`src/rtl/ks_pkg.sv`:
```
// ks_pkg
//   Shared types and defaults for the multi-word Kogge-Stone add sequencer.
//   - ks_seq_state_e : sequencer FSM states (IDLE, RUN, DONE)
//   - LIMB_W_DEF     : default limb width (matches the adder width)
//   - NUM_LIMBS_DEF  : default number of limbs per operand
//   - idx_width()    : width of the limb index register, never below 1 bit
package ks_pkg;

  localparam int LIMB_W_DEF    = 8;
  localparam int NUM_LIMBS_DEF = 4;

  typedef enum logic [1:0] {
    IDLE = 2'd0,
    RUN  = 2'd1,
    DONE = 2'd2
  } ks_seq_state_e;

  // A single-limb configuration still needs a 1-bit index so the register exists.
  function automatic int idx_width(input int num_limbs);
    return (num_limbs <= 1) ? 1 : $clog2(num_limbs);
  endfunction

endpackage

```
`src/rtl/kogge_stone_adder.sv`:
```
// kogge_stone_adder
//   Single-width combinational adder built on a Kogge-Stone parallel prefix
//   network: sum = a + b + cin, with the carry out of the top bit on cout.
// Ports
//   a    in  W  addend A
//   b    in  W  addend B
//   cin  in  1  carry into bit 0
//   sum  out W  (a + b + cin) mod 2^W
//   cout out 1  carry out of bit W-1
module kogge_stone_adder #(
  parameter int W = 8
) (
  input  logic [W-1:0] a,
  input  logic [W-1:0] b,
  input  logic         cin,
  output logic [W-1:0] sum,
  output logic         cout
);

  logic [W-1:0] prop;
  logic [W-1:0] grp_g;
  logic [W-1:0] grp_p;
  logic [W-1:0] nxt_g;
  logic [W-1:0] nxt_p;
  logic [W:0]   carries;

  // Prefix tree. cin is folded into the bit-0 generate term, so after the
  // last level grp_g[i] is the carry out of bit i including cin. Each level
  // combines every (G,P) pair with the pair d positions below it, doubling d.
  always_comb begin
    prop  = a ^ b;
    grp_g = a & b;
    grp_p = prop;
    grp_g[0] = grp_g[0] | (prop[0] & cin);
    nxt_g = grp_g;
    nxt_p = grp_p;
    for (int d = 1; d < W; d = d * 2) begin
      nxt_g = grp_g;
      nxt_p = grp_p;
      for (int i = d; i < W; i++) begin
        nxt_g[i] = grp_g[i] | (grp_p[i] & grp_g[i-d]);
        nxt_p[i] = grp_p[i] & grp_p[i-d];
      end
      grp_g = nxt_g;
      grp_p = nxt_p;
    end
    carries = {grp_g, cin};
    sum     = prop ^ carries[W-1:0];
    cout    = carries[W];
  end

endmodule

```
`src/rtl/ks_multiword_add_seq.sv`:
```
// ks_multiword_add_seq
//   Sequential wide adder. Accepts two NUM_LIMBS x LIMB_W operands, pushes
//   them through a single kogge_stone_adder one limb per cycle starting at
//   the least significant limb, chaining each limb's carry into the next,
//   and presents {cout_o, sum_o} until the consumer takes it.
// Ports
//   clk       in  1  rising-edge clock
//   rst       in  1  synchronous active-high reset
//   in_valid  in  1  operand request valid
//   in_ready  out 1  sequencer idle and able to take a request
//   a_i       in  N  operand A (N = LIMB_W*NUM_LIMBS)
//   b_i       in  N  operand B
//   cin_i     in  1  carry into limb 0
//   out_valid out 1  result valid
//   out_ready in  1  consumer accepts result
//   sum_o     out N  (a_i + b_i + cin_i) mod 2^N
//   cout_o    out 1  bit N of a_i + b_i + cin_i
//   busy      out 1  operation in flight or result waiting
module ks_multiword_add_seq
  import ks_pkg::*;
#(
  parameter int LIMB_W    = LIMB_W_DEF,
  parameter int NUM_LIMBS = NUM_LIMBS_DEF
) (
  input  logic                        clk,
  input  logic                        rst,
  input  logic                        in_valid,
  output logic                        in_ready,
  input  logic [LIMB_W*NUM_LIMBS-1:0] a_i,
  input  logic [LIMB_W*NUM_LIMBS-1:0] b_i,
  input  logic                        cin_i,
  output logic                        out_valid,
  input  logic                        out_ready,
  output logic [LIMB_W*NUM_LIMBS-1:0] sum_o,
  output logic                        cout_o,
  output logic                        busy
);

  localparam int N     = LIMB_W * NUM_LIMBS;
  localparam int IDX_W = idx_width(NUM_LIMBS);
  localparam logic [IDX_W-1:0] LAST_IDX = IDX_W'(NUM_LIMBS - 1);

  ks_seq_state_e state;
  ks_seq_state_e state_next;

  logic [N-1:0]      a_reg;
  logic [N-1:0]      b_reg;
  logic [IDX_W-1:0]  limb_idx;
  logic              carry;
  logic [LIMB_W-1:0] a_limb;
  logic [LIMB_W-1:0] b_limb;
  logic [LIMB_W-1:0] ksa_sum;
  logic              ksa_cout;
  logic              accept;
  logic              last_limb;

  // Handshake flags come straight from the state so they never glitch on
  // datapath activity; reset forces in_ready low even from IDLE.
  assign in_ready  = (state == IDLE) && !rst;
  assign out_valid = (state == DONE);
  assign busy      = (state != IDLE);
  assign accept    = in_valid && in_ready;
  assign last_limb = (limb_idx == LAST_IDX);

  assign a_limb = a_reg[int'(limb_idx)*LIMB_W +: LIMB_W];
  assign b_limb = b_reg[int'(limb_idx)*LIMB_W +: LIMB_W];

  kogge_stone_adder #(
    .W (LIMB_W)
  ) u_ksa (
    .a    (a_limb),
    .b    (b_limb),
    .cin  (carry),
    .sum  (ksa_sum),
    .cout (ksa_cout)
  );

  // State register; reset also aborts any operation in RUN or DONE.
  always_ff @(posedge clk) begin
    if (rst) begin
      state <= IDLE;
    end else begin
      state <= state_next;
    end
  end

  // Next-state decode: IDLE -> RUN on accept, RUN -> DONE after the top
  // limb, DONE -> IDLE on the output handshake.
  always_comb begin
    state_next = state;
    case (state)
      IDLE: if (accept)                 state_next = RUN;
      RUN:  if (last_limb)              state_next = DONE;
      DONE: if (out_valid && out_ready) state_next = IDLE;
      default:                          state_next = IDLE;
    endcase
  end

  // Datapath. Operands are captured only on accept, so later changes on the
  // inputs cannot disturb a running add. The result registers are written
  // only in RUN and therefore hold through DONE and the following IDLE.
  always_ff @(posedge clk) begin
    if (rst) begin
      a_reg    <= '0;
      b_reg    <= '0;
      limb_idx <= '0;
      carry    <= 1'b0;
      sum_o    <= '0;
      cout_o   <= 1'b0;
    end else begin
      case (state)
        IDLE: begin
          if (accept) begin
            a_reg    <= a_i;
            b_reg    <= b_i;
            carry    <= cin_i;
            limb_idx <= '0;
          end
        end
        RUN: begin
          sum_o[int'(limb_idx)*LIMB_W +: LIMB_W] <= ksa_sum;
          carry <= ksa_cout;
          if (last_limb) begin
            cout_o   <= ksa_cout;
            limb_idx <= '0;
          end else begin
            limb_idx <= limb_idx + IDX_W'(1);
          end
        end
        default: begin
        end
      endcase
    end
  end

endmodule
```
`config.mk`:
```
export PLATFORM = sky130hd
export DESIGN_NAME = ks_multiword_add_seq
export DESIGN_NICKNAME = d
export VERILOG_FILES = /design/src/rtl/ks_pkg.sv /design/src/rtl/kogge_stone_adder.sv /design/src/rtl/ks_multiword_add_seq.sv
export SDC_FILE = /design/constraint.sdc
export NUM_CORES = 1
export LEC_CHECK = 0
export BUFFER_PORTS_ARGS = -buffer_cell sky130_fd_sc_hd__buf_2
export CAP_MARGIN = 15
export CORE_MARGIN = 2
export CORE_UTILIZATION = 48
export DETAILED_ROUTE_END_ITERATION = 8
export GPL_ROUTABILITY_DRIVEN = 0
export PLACE_DENSITY_LB_ADDON = 0.1
export SETUP_SLACK_MARGIN = 0.2
export SYNTH_ARGS = -nofsm -noshare
export SYNTH_HDL_FRONTEND = slang
export SYNTH_SLANG_ARGS = --single-unit
```
`constraint.sdc`:
```
create_clock -name clk -period 2.9 [get_ports clk]
set_input_delay 0.58 -clock clk [delete_from_list [all_inputs] [get_ports clk]]
set_output_delay 0.58 -clock clk [all_outputs]
set_load 0.03 [all_outputs]
```
==> summary.md, run 1 <==
| Metric | Value |
|---|---|
| Status | complete, no violations |
| Via count | 3780 |
| Max-cap violations | 0 |
| Setup violations, final | 0 |
| Clock Skew | 0.008746 ns |
| Drt total wl | 10.66 mm |
| First-pass GRT wire length | 17.06 mm |
| Slew Limit Fails | 0 |
| Setup WS pre-CTS | 0.1133 ns |
| Crit start category | register |
| Core Box Area | 9109 µm² |
| Final setup margin | 0.2840 ns |
| Via density | 5.316 |
| Die Width | 100.3 µm |
| Relative slew slack | 61.35% |
| CP arrival | 2.87 ns |
| Worst setup EP type | register |
| Fillers | 830 |
| Residual DRC count | 0 |
| Cell count after synthesis | 497 |
| Pwr Total | 2.876 mW |
| Rows | 35 |
| TritonCTS Buffers | 9 |
| Final worst-path cycle share | 90.21% |
| H-tree depth | 3 |
| Top cells by area, synth | dfxtp_1 46%, nand2_1 11%, mux4_2 8.1% |
| Hold buffer count at CTS | 0 |
| CTS root buf | clkbuf_8 |
| Vias in the first global route | 3555 |
| Total clock sinks | 102 |
| RSZ-0062 raised after global routing | yes |
| Fin util | 58.67% |
| Final Hold Fails | 0 |
| Hold WC Path Type | input pin to register |
| WL/cell | 14.99 µm |
| Total GRT Usage | 21.54% |
| Maximum fanout along the worst path | 4 |
| Synth top area share | 45.84% |
| Fmax | 0.3823 GHz |
| Chip Height | 100.3 µm |
| Area Growth Syn to Fin | 19.97% |
| Pwr dens | 538.2 nW/µm² |
| Max IR drop VDD | 0.2403 mV |
| Clock buffer depth | 2 |
| Hold Path Cell Cnt | 3 |
| Met1 wire length | 4.961 mm |
| Async SR Flop Fraction | 0% |
| Synth area leader | dfxtp_1 |
| Share of cells above drive strength 1 | 27.67% |
| Die area | 10070 µm² |
| Syn avg cell area | 8.962 µm² |
| # diodes | 0 |
| Worst-Skew Late Latency | 0.36 ns |
| Clock Pin Slew Worst Setup and Hold Paths | 0.10 ns |
| Top-Level Pins | 105 |
| Routed met2 length | 4.988 mm |
| CTS tree | done |
| 1st-pass router iterations | 4 |
| Shortest period the worst path allows | 2.616 ns |
| Most common flop cell mapped by yosys | dfxtp_1 |
| Post-synth cell types | 42 |
| FF+latch count, synth | 102 |
| Most common cell in the netlist | nand2_1 |
| Post-Syn Area | 4454 µm² |
| Count of flip-flops with a built-in enable after synthesis | 0 |
| DRT iter0 DRCs | 203 |
| Initial antenna violation count | 0 |
| Worst path required time | 3.15 ns |
| Starting density of the core | 48.90% |
| Top cells by count, synth | 136 x nand2_1, 102 x dfxtp_1, 67 x o21ai_0, 29 x nor2_1, 20 x a22oi_1 |
| Highest routed metal layer | met4 |
| Final global-route overflow total | 0 |
| Setup TNS Final | 0 ns |
| Path depth of the worst reg2reg path | 10 |
| Yosys Warn Count | 0 |
| I/O Buffers | 104 |
| Final #Nets | 679 |
| Sequential-to-total area share from yosys stat | 45.84% |
| Tightest Pin Transition | 0.5754 ns |
| P_leak | 2.202 nW |
| DR WL met3 | 477 µm |
| Largest net degree at the start of global routing | 124 |
| Syn nets | 581 |
| WS Path Type | register to register |
| Routed Antenna Nets | 0 |
| Detail Placement HPWL | 7.763 mm |
-- per-layer routing --
layer  vias to the layer above  track usage, %
met5                         -               0
met4                         0           8.851
met3                        14           2.925
met2                       103           35.73
met1                      1737           28.41
li1                       1926               -
-- final cells by class --
class                           count  area [µm²]  share of cell area (%)
Clock inverter                      5       58.81                   1.100
Clock buffer                       11       141.4                   2.646
Timing Repair Buffer              118       671.9                   12.57
Multi-Input combinational cell    354        2246                   42.03
Inverter                           10       37.54                  0.7024
Sequential cell                   102        2049                   38.35
Tap cell                          111       138.9                   2.599
-- critical path, stage by stage, from the launching register on --
cell,delay [ns]
dfxtp_4,0.38
mux4_2,0.52
fa_2,0.40
inv_1,0.09
fa_2,0.21
nor2b_1,0.06
o31a_1,0.29
nand4_1,0.11
o211ai_1,0.09
buf_4,0.16
a22o_1,0.20
-- worst paths after layout --
path / startpoint / endpoint / slack [ns]
hold / removal: b_i[18] / b_reg[18]$_SDFFE_PP0P_ / 0.41
setup reg to reg: limb_idx[0]$_SDFFE_PP0P_ / sum_o[6]$_SDFFE_PP0P_ / 0.28
setup / recovery: limb_idx[0]$_SDFFE_PP0P_ / sum_o[6]$_SDFFE_PP0P_ / 0.28
hold reg to reg: a_reg[19]$_SDFFE_PP0P_ / a_reg[19]$_SDFFE_PP0P_ / 0.46
-- power by group --
group          leakage [nW]  internal (mW)  switching [mW]  total, mW
Sequential            0.835           1.47          0.0448       1.52
Combinational          1.27          0.201           0.264      0.465
Clock                0.0955          0.423           0.470      0.893
-- metrics by stage --
stage / std cells / cell area [µm²] / hold WS, ns
2_1_floorplan: 497 / 4461 / 0.4328
3_3_place_gp: 690 / 5067 / 0.4398
3_5_place_dp: 690 / 5067 / 0.4516
4_1_cts: 707 / 5281 / 0.3978
5_1_grt: 711 / 5344 / 0.4113
6_report: 711 / 5344 / 0.4087
-- logic make-up (layout without fill, tap and decap cells) --
logic type      count (synthesis)  in the layout  synth area share, %
xor+xnor                        3              3               0.5900
compound gates                122            122                16.69
mux                            18             18                8.539
simple gates                  196            196                19.78
flops                         102            102                45.84
fa+ha+maj                      15             15                4.551
buf+inv                        41            144                4.017
-- layout by cell type (no fill, tap or decap), types with 2 or more instances in the layout --
cell type,synthesis,layout
xnor2_1,3,3
a21oi_1,10,10
buf_2,10,104
a31oi_1,2,2
a32o_1,5,5
nor3_1,6,6
fa_2,0,2
buf_12,0,2
nand3_1,8,8
o21ai_0,67,67
buf_4,3,10
clkinvlp_4,0,2
inv_1,10,9
a22oi_1,20,20
dfxtp_4,0,2
nand2_1,136,136
nor2_1,29,29
o211ai_1,7,7
nor4b_4,3,3
nor2b_1,3,3
mux2i_1,2,2
a22o_1,4,4
mux4_2,16,16
nand2_4,2,2
clkbuf_8,0,10
dfxtp_1,102,100
ha_1,13,13
-- repair_timing --
action / CTS / global route
gates cloned: 0 / 1
pin swaps: 1 / 0
buffers inserted: 1 / 3
setup endpoints to repair: 14 / 14
gates resized for setup: 3 / 5
No activity file was read; power rests on OpenSTA's default activity.
==> inputs of run 2 (changes only) <==
==> constraint.sdc (replaced) <==
create_clock -name clk -period 2.9 [get_ports clk]
set_input_delay 0.58 -clock clk [delete_from_list [all_inputs] [get_ports clk]]
set_output_delay 0.58 -clock clk [all_outputs]
set_load 0.05 [all_outputs]
==> summary.md, run 2 (same netlist as run 1, synthesis figures left out) <==
| Metric | Value |
|---|---|
| Largest net degree at the start of global routing | 74 (-40%) |
| Top-Level Pins | 105 (unchanged) |
| Slew Limit Fails | 0 (unchanged) |
| Max-cap violations | 0 (unchanged) |
| Setup TNS Final | 0 ns (unchanged) |
| Initial antenna violation count | 0 (unchanged) |
| Rows | 35 (unchanged) |
| Worst-Skew Late Latency | 0.36 ns (about the same) |
| Chip Height | 100.3 µm (unchanged) |
| RSZ-0062 raised after global routing | yes |
| Clock buffer depth | 2 (unchanged) |
| DP Cell Count | 688 (-0.29%) |
| Final instance area | 5275 µm² (-1.3%) |
| Final #Nets | 673 (-0.88%) |
| TritonCTS Buffers | 9 (unchanged) |
| Clock Skew | 0.01090 ns (+0.002158 ns) |
| Worst setup EP type | register |
| Via count | 3829 (+1.3%) |
| P_leak | 2.162 nW (-1.8%) |
| Drt total wl | 10.60 mm (-0.53%) |
| Most frequent cells in the layout | 136 x nand2_1, 104 x buf_2, 100 x dfxtp_1, 67 x o21ai_0, 29 x nor2_1 |
| CTS tree | done |
| Crit start category | register |
| WL/cell | 15.06 µm (+0.46%) |
| I/O Buffers | 104 (unchanged) |
| Die Width | 100.3 µm (unchanged) |
| Post-DP Area | 5045 µm² (-0.44%) |
| Final Hold Fails | 0 (unchanged) |
| WS Path Type | register to register |
| Final global-route overflow total | 0 (unchanged) |
| Tightest Pin Transition | 0.7395 ns (+0.1641 ns) |
| Area Growth Syn to Fin | 18.43% |
| Shortest period the worst path allows | 2.590 ns (-0.02555 ns) |
| Core Box Area | 9109 µm² (unchanged) |
| DRT iter0 DRCs | 184 (-9.4%) |
| Pwr Total | 2.846 mW (-1.0%) |
| Final worst-path cycle share | 89.32% (-0.88 points) |
| Vias in the first global route | 3505 (-1.4%) |
| Max IR drop VDD | 0.2545 mV (+5.9%) |
| 1st-pass router iterations | 4 (unchanged) |
| Starting density of the core | 48.90% (unchanged) |
| Total GRT Usage | 21.64% (+0.098 points) |
| CTS root buf | clkbuf_8 |
| Status | complete, no violations |
| Via density | 5.439 (+2.3%) |
| WHS | 0.4100 ns (+0.001253 ns) |
| Non-Filler Instances | 704 (-0.98%) |
| Pwr dens | 539.5 nW/µm² (+0.25%) |
| Detail Placement HPWL | 7.797 mm (+0.45%) |
| # diodes | 0 (unchanged) |
| Commonest non-fill, non-tap cell in the layout | nand2_1 |
| CP arrival | 2.85 ns (-0.02 ns) |
| Routed Antenna Nets | 0 (unchanged) |
| Maximum fanout along the worst path | 4 (unchanged) |
| Clock Pin Slew Worst Setup and Hold Paths | 0.09 ns (about the same) |
| Total clock sinks | 102 (unchanged) |
| Die area | 10070 µm² (unchanged) |
| Share of cells above drive strength 1 | 26.64% (-1.0 points) |
| H-tree depth | 3 (unchanged) |
| Residual DRC count | 0 (unchanged) |
| Worst path required time | 3.16 ns (about the same) |
| First-pass GRT wire length | 17.22 mm (+0.97%) |
| Setup violations, final | 0 (unchanged) |
| Fmax | 0.3860 GHz (+0.99%) |
| Relative slew slack | 50.70% (-11 points) |
| Hold WC Path Type | input pin to register |
-- run 2: path summary, 6_finish.rpt --
check,from,endpoint,slack (ns),cells past startpoint
min,b_i[10],b_reg[10]$_SDFFE_PP0P_,0.41,3
max reg2reg,limb_idx[1]$_SDFFE_PP0P_,sum_o[6]$_SDFFE_PP0P_,0.31,10
min reg2reg,b_reg[12]$_SDFFE_PP0P_,b_reg[12]$_SDFFE_PP0P_,0.46,2
max,limb_idx[1]$_SDFFE_PP0P_,sum_o[6]$_SDFFE_PP0P_,0.31,10
-- run 2: layout make-up --
| type | instances | area (µm²) |
|---|---|---|
| clock buffers | 12 | 145.1 |
| repair buffers | 112 | 613.1 |
| clock inverters | 3 | 45.04 |
| fillers | 841 | 3834 |
| inverters | 10 | 37.54 |
| flip-flops and latches | 102 | 2049 |
| well taps | 111 | 138.9 |
| multi-input cells | 354 | 2246 |
-- run 2: metrics by stage --
step | util [%] | worst slack, ns
2_1_floorplan | - | 0.2072
3_3_place_gp | 55.38 | 0.2361
3_5_place_dp | 55.38 | 0.1502
4_1_cts | 57.69 | 0.2078
5_1_grt | 57.91 | 0.1981
6_report | 57.91 | 0.3096
-- run 2: critical path: stages (launching register included) --
cell	delay [ns]
dfxtp_4	0.38
mux4_2	0.53
fa_2	0.37
inv_1	0.08
fa_2	0.21
nor2b_1	0.06
o31a_1	0.29
nand4_1	0.11
o211ai_1	0.09
buf_4	0.16
a22o_1	0.20
-- run 2: timing repair --
| action | CTS | global route |
|---|---|---|
| endpoints found under the setup margin | 9 | 17 |
| buffers inserted | 1 | 0 |
| gates resized for setup | 4 | 7 |
| pin swaps | 1 | 0 |
| hold buffers | 0 | 0 |
| hold endpoints to repair | 0 | 0 |
-- run 2: power breakdown --
part           switching [mW]  total [mW]  internal (mW)
combinational           0.264       0.445          0.181
sequential             0.0463        1.52           1.47
clock                   0.462       0.882          0.419
total                   0.773        2.85           2.07
-- run 2: layer usage --
metal,track usage [%],up-vias,wire length (µm)
li1,-,1914,-
met1,30.13,1786,4909
met2,33.87,119,4915
met3,4.805,10,642
met4,6.428,0,134
met5,0,-,0
==> inputs of run 3 (changes only) <==
Settings changed: CORE_ASPECT_RATIO set to 1.1.
==> summary.md, run 3 (same netlist as run 1, synthesis figures left out) <==
| Metric | Value |
|---|---|
| Status | complete, no violations |
| Area Growth Syn to Fin | 20.03% |
| Vias in the first global route | 3540 (+1.0%) |
| I/O Buffers | 104 (unchanged) |
| TritonCTS Buffers | 9 (unchanged) |
| Final #Nets | 675 (+0.30%) |
| Fin util | 59.65% (+1.7 points) |
| Setup TNS Final | 0 ns (unchanged) |
| Final instance area | 5346 µm² (+1.4%) |
| Routed Antenna Nets | 0 (unchanged) |
| Final Hold Fails | 0 (unchanged) |
| Total GRT Usage | 22.20% (+0.55 points) |
| Final worst-path cycle share | 89.56% (+0.23 points) |
| Clock buffer depth | 2 (unchanged) |
| CTS tree | done |
| Shortest period the worst path allows | 2.597 ns (+0.006800 ns) |
| Starting density of the core | 49.69% (+0.79 points) |
| Initial antenna violation count | 0 (unchanged) |
| CP arrival | 2.86 ns (about the same) |
| RSZ-0062 raised after global routing | yes |
| Hold WC Path Type | input pin to register |
| Crit start category | register |
| Chip Height | 105.0 µm (+4.7%) |
| Tightest Pin Transition | 0.7354 ns (-0.004074 ns) |
| Total clock sinks | 102 (unchanged) |
| WL/cell | 14.91 µm (-1.0%) |
| Pwr dens | 554.3 nW/µm² (+2.7%) |
| Most frequent cells in the layout | 136 x nand2_1, 104 x buf_2, 100 x dfxtp_1, 67 x o21ai_0, 29 x nor2_1 |
| Worst-Skew Late Latency | 0.37 ns (about the same) |
| Worst path required time | 3.16 ns (about the same) |
| Largest net degree at the start of global routing | 92 (+24%) |
| Final global-route overflow total | 0 (unchanged) |
| Drt total wl | 10.58 mm (-0.16%) |
| WS Path Type | register to register |
| Residual DRC count | 0 (unchanged) |
| Setup violations, final | 0 (unchanged) |
| Post-DP Area | 5054 µm² (+0.17%) |
| Die Width | 95.85 µm (-4.5%) |
| WHS Endpoint | b_reg[16]$_SDFFE_PP0P_ |
| Worst setup EP type | register |
| Via count | 3779 (-1.3%) |
| Rows | 36 (+2.9%) |
| CP max-delay cell | mux4_2 |
| Max-cap violations | 0 (unchanged) |
| Via density | 5.323 (-2.1%) |
| Maximum fanout along the worst path | 11 (+7) |
| CTS root buf | clkbuf_8 |
| P_leak | 2.203 nW (+1.9%) |
| Relative slew slack | 50.97% (+0.27 points) |
| H-tree depth | 3 (unchanged) |
| Fmax | 0.3850 GHz (-0.26%) |
| WHS | 0.4011 ns (-0.008829 ns) |
| Clock Pin Slew Worst Setup and Hold Paths | 0.10 ns (about the same) |
| Share of cells above drive strength 1 | 27.68% (+1.0 points) |
| Detail Placement HPWL | 7.595 mm (-2.6%) |
| Slew Limit Fails | 0 (unchanged) |
| Worst path bufs/invs | 2 (unchanged) |
| Hold Crit Start | b_i[16] |
| Commonest non-fill, non-tap cell in the layout | nand2_1 |
| Crit Reg-Reg Startpoint | limb_idx[0]$_SDFFE_PP0P_ |
| DRT iter0 DRCs | 161 (-13%) |
| Path depth of the worst reg2reg path | 9 (-1) |
| CP top delay family | compound AO/OA/AOI/OAI gates |
| Hold Path Cell Cnt | 3 (unchanged) |
| Max incr delay on CP | 0.53 ns (about the same) |
| Die area | 10070 µm² (about the same) |
| Setup WS pre-CTS | 0.1970 ns (+0.04680 ns) |
| Worst reg2reg setup slack | 0.30 ns (about the same) |
| Clock Skew | 0.01000 ns (-0.0008993 ns) |
| Max IR drop VDD | 0.2935 mV (+15%) |
| 1st-pass router iterations | 4 (unchanged) |
| Crit Reg-Reg Endpoint | sum_o[22]$_SDFFE_PP0P_ |
| First-pass GRT wire length | 17.42 mm (+1.2%) |
| Hold buffer count at CTS | 0 (unchanged) |
| Fillers | 855 (+1.7%) |
| # diodes | 0 (unchanged) |
| Worst-path cell chain | buf_12, mux4_2, ha_1, nor2b_2, o31a_1, nand4_1, o211ai_1, buf_4, a22o_1 |
| Core Box Area | 8964 µm² (-1.6%) |
| Final setup margin | 0.3028 ns (-0.006800 ns) |
| Top-Level Pins | 105 (unchanged) |
[run 3: changes by cell type in the layout (fill, tap and decap cells not counted)]
cell,delta
nor2b_1,-1
bufinv_16,+1
buf_4,+3
buf_6,-2
inv_2,+1
clkinv_2,+2
inv_1,-1
clkbuf_1,-2
nor2b_2,+1
bufbuf_16,+1
[run 3: stage by stage]
| stage | instances | total power, mW |
|---|---|---|
| finish | 710 | 2.963 |
| global route | 710 | 3.111 |
| CTS | 708 | 2.987 |
| detailed placement | 690 | 1.987 |
| global placement | 690 | 1.980 |
| floorplan | 497 | 1.848 |
[run 3: layout make-up]
type	count	area [µm²]	share of cell area, %
multi-input cells	354	2248	42.05
flip-flops and latches	102	2049	38.33
repair buffers	114	645.6	12.08
well taps	114	142.6	2.668
clock buffers	10	137.6	2.574
clock inverters	6	85.08	1.591
inverters	10	37.54	0.7021
[run 3: per-layer routing]
metal  track usage [%]  vias to the layer above  wire [µm]
li1                  -                     1914          -
met3             3.389                       14        502
met5                 0                        -          0
met4             7.755                        0        167
met1             30.46                     1758       4805
met2             35.31                       93       5108
[run 3: repair_timing]
action	in CTS	in global routing
pin swaps	1	5
gates resized for setup	1	7
buffers inserted	1	2
cloned	1	0
setup endpoints to repair	4	14
[run 3: worst max path at each step]
stage / start / end / slack, ns / cells past startpoint
3_3_place_gp: limb_idx[0]$_SDFFE_PP0P_ / sum_o[22]$_SDFFE_PP0P_ / 0.25 / 7
2_1_floorplan: limb_idx[0]$_SDFFE_PP0P_ / sum_o[14]$_SDFFE_PP0P_ / 0.21 / 8
5_1_grt: limb_idx[1]$_SDFFE_PP0P_ / sum_o[6]$_SDFFE_PP0P_ / 0.18 / 10
4_1_cts: limb_idx[1]$_SDFFE_PP0P_ / sum_o[22]$_SDFFE_PP0P_ / 0.21 / 10
6_report: limb_idx[0]$_SDFFE_PP0P_ / sum_o[22]$_SDFFE_PP0P_ / 0.30 / 9
3_5_place_dp: limb_idx[0]$_SDFFE_PP0P_ / sum_o[22]$_SDFFE_PP0P_ / 0.20 / 7
[run 3: power breakdown]
part / internal (mW) / total [mW] / leakage [nW] / switching, mW
clock: 0.507 / 0.992 / 0.108 / 0.485
sequential: 1.47 / 1.51 / 0.835 / 0.0419
combinational: 0.190 / 0.457 / 1.26 / 0.267
[run 3: worst register-to-register path, delay by kind of cell, from the launching register on]
family / cells / cell delay [ns]
mux: 1 / 0.54
fa+ha+maj: 1 / 0.37
compound gates: 3 / 0.64
buf+inv: 2 / 0.31
simple gates: 2 / 0.27
flops: 1 / 0.39
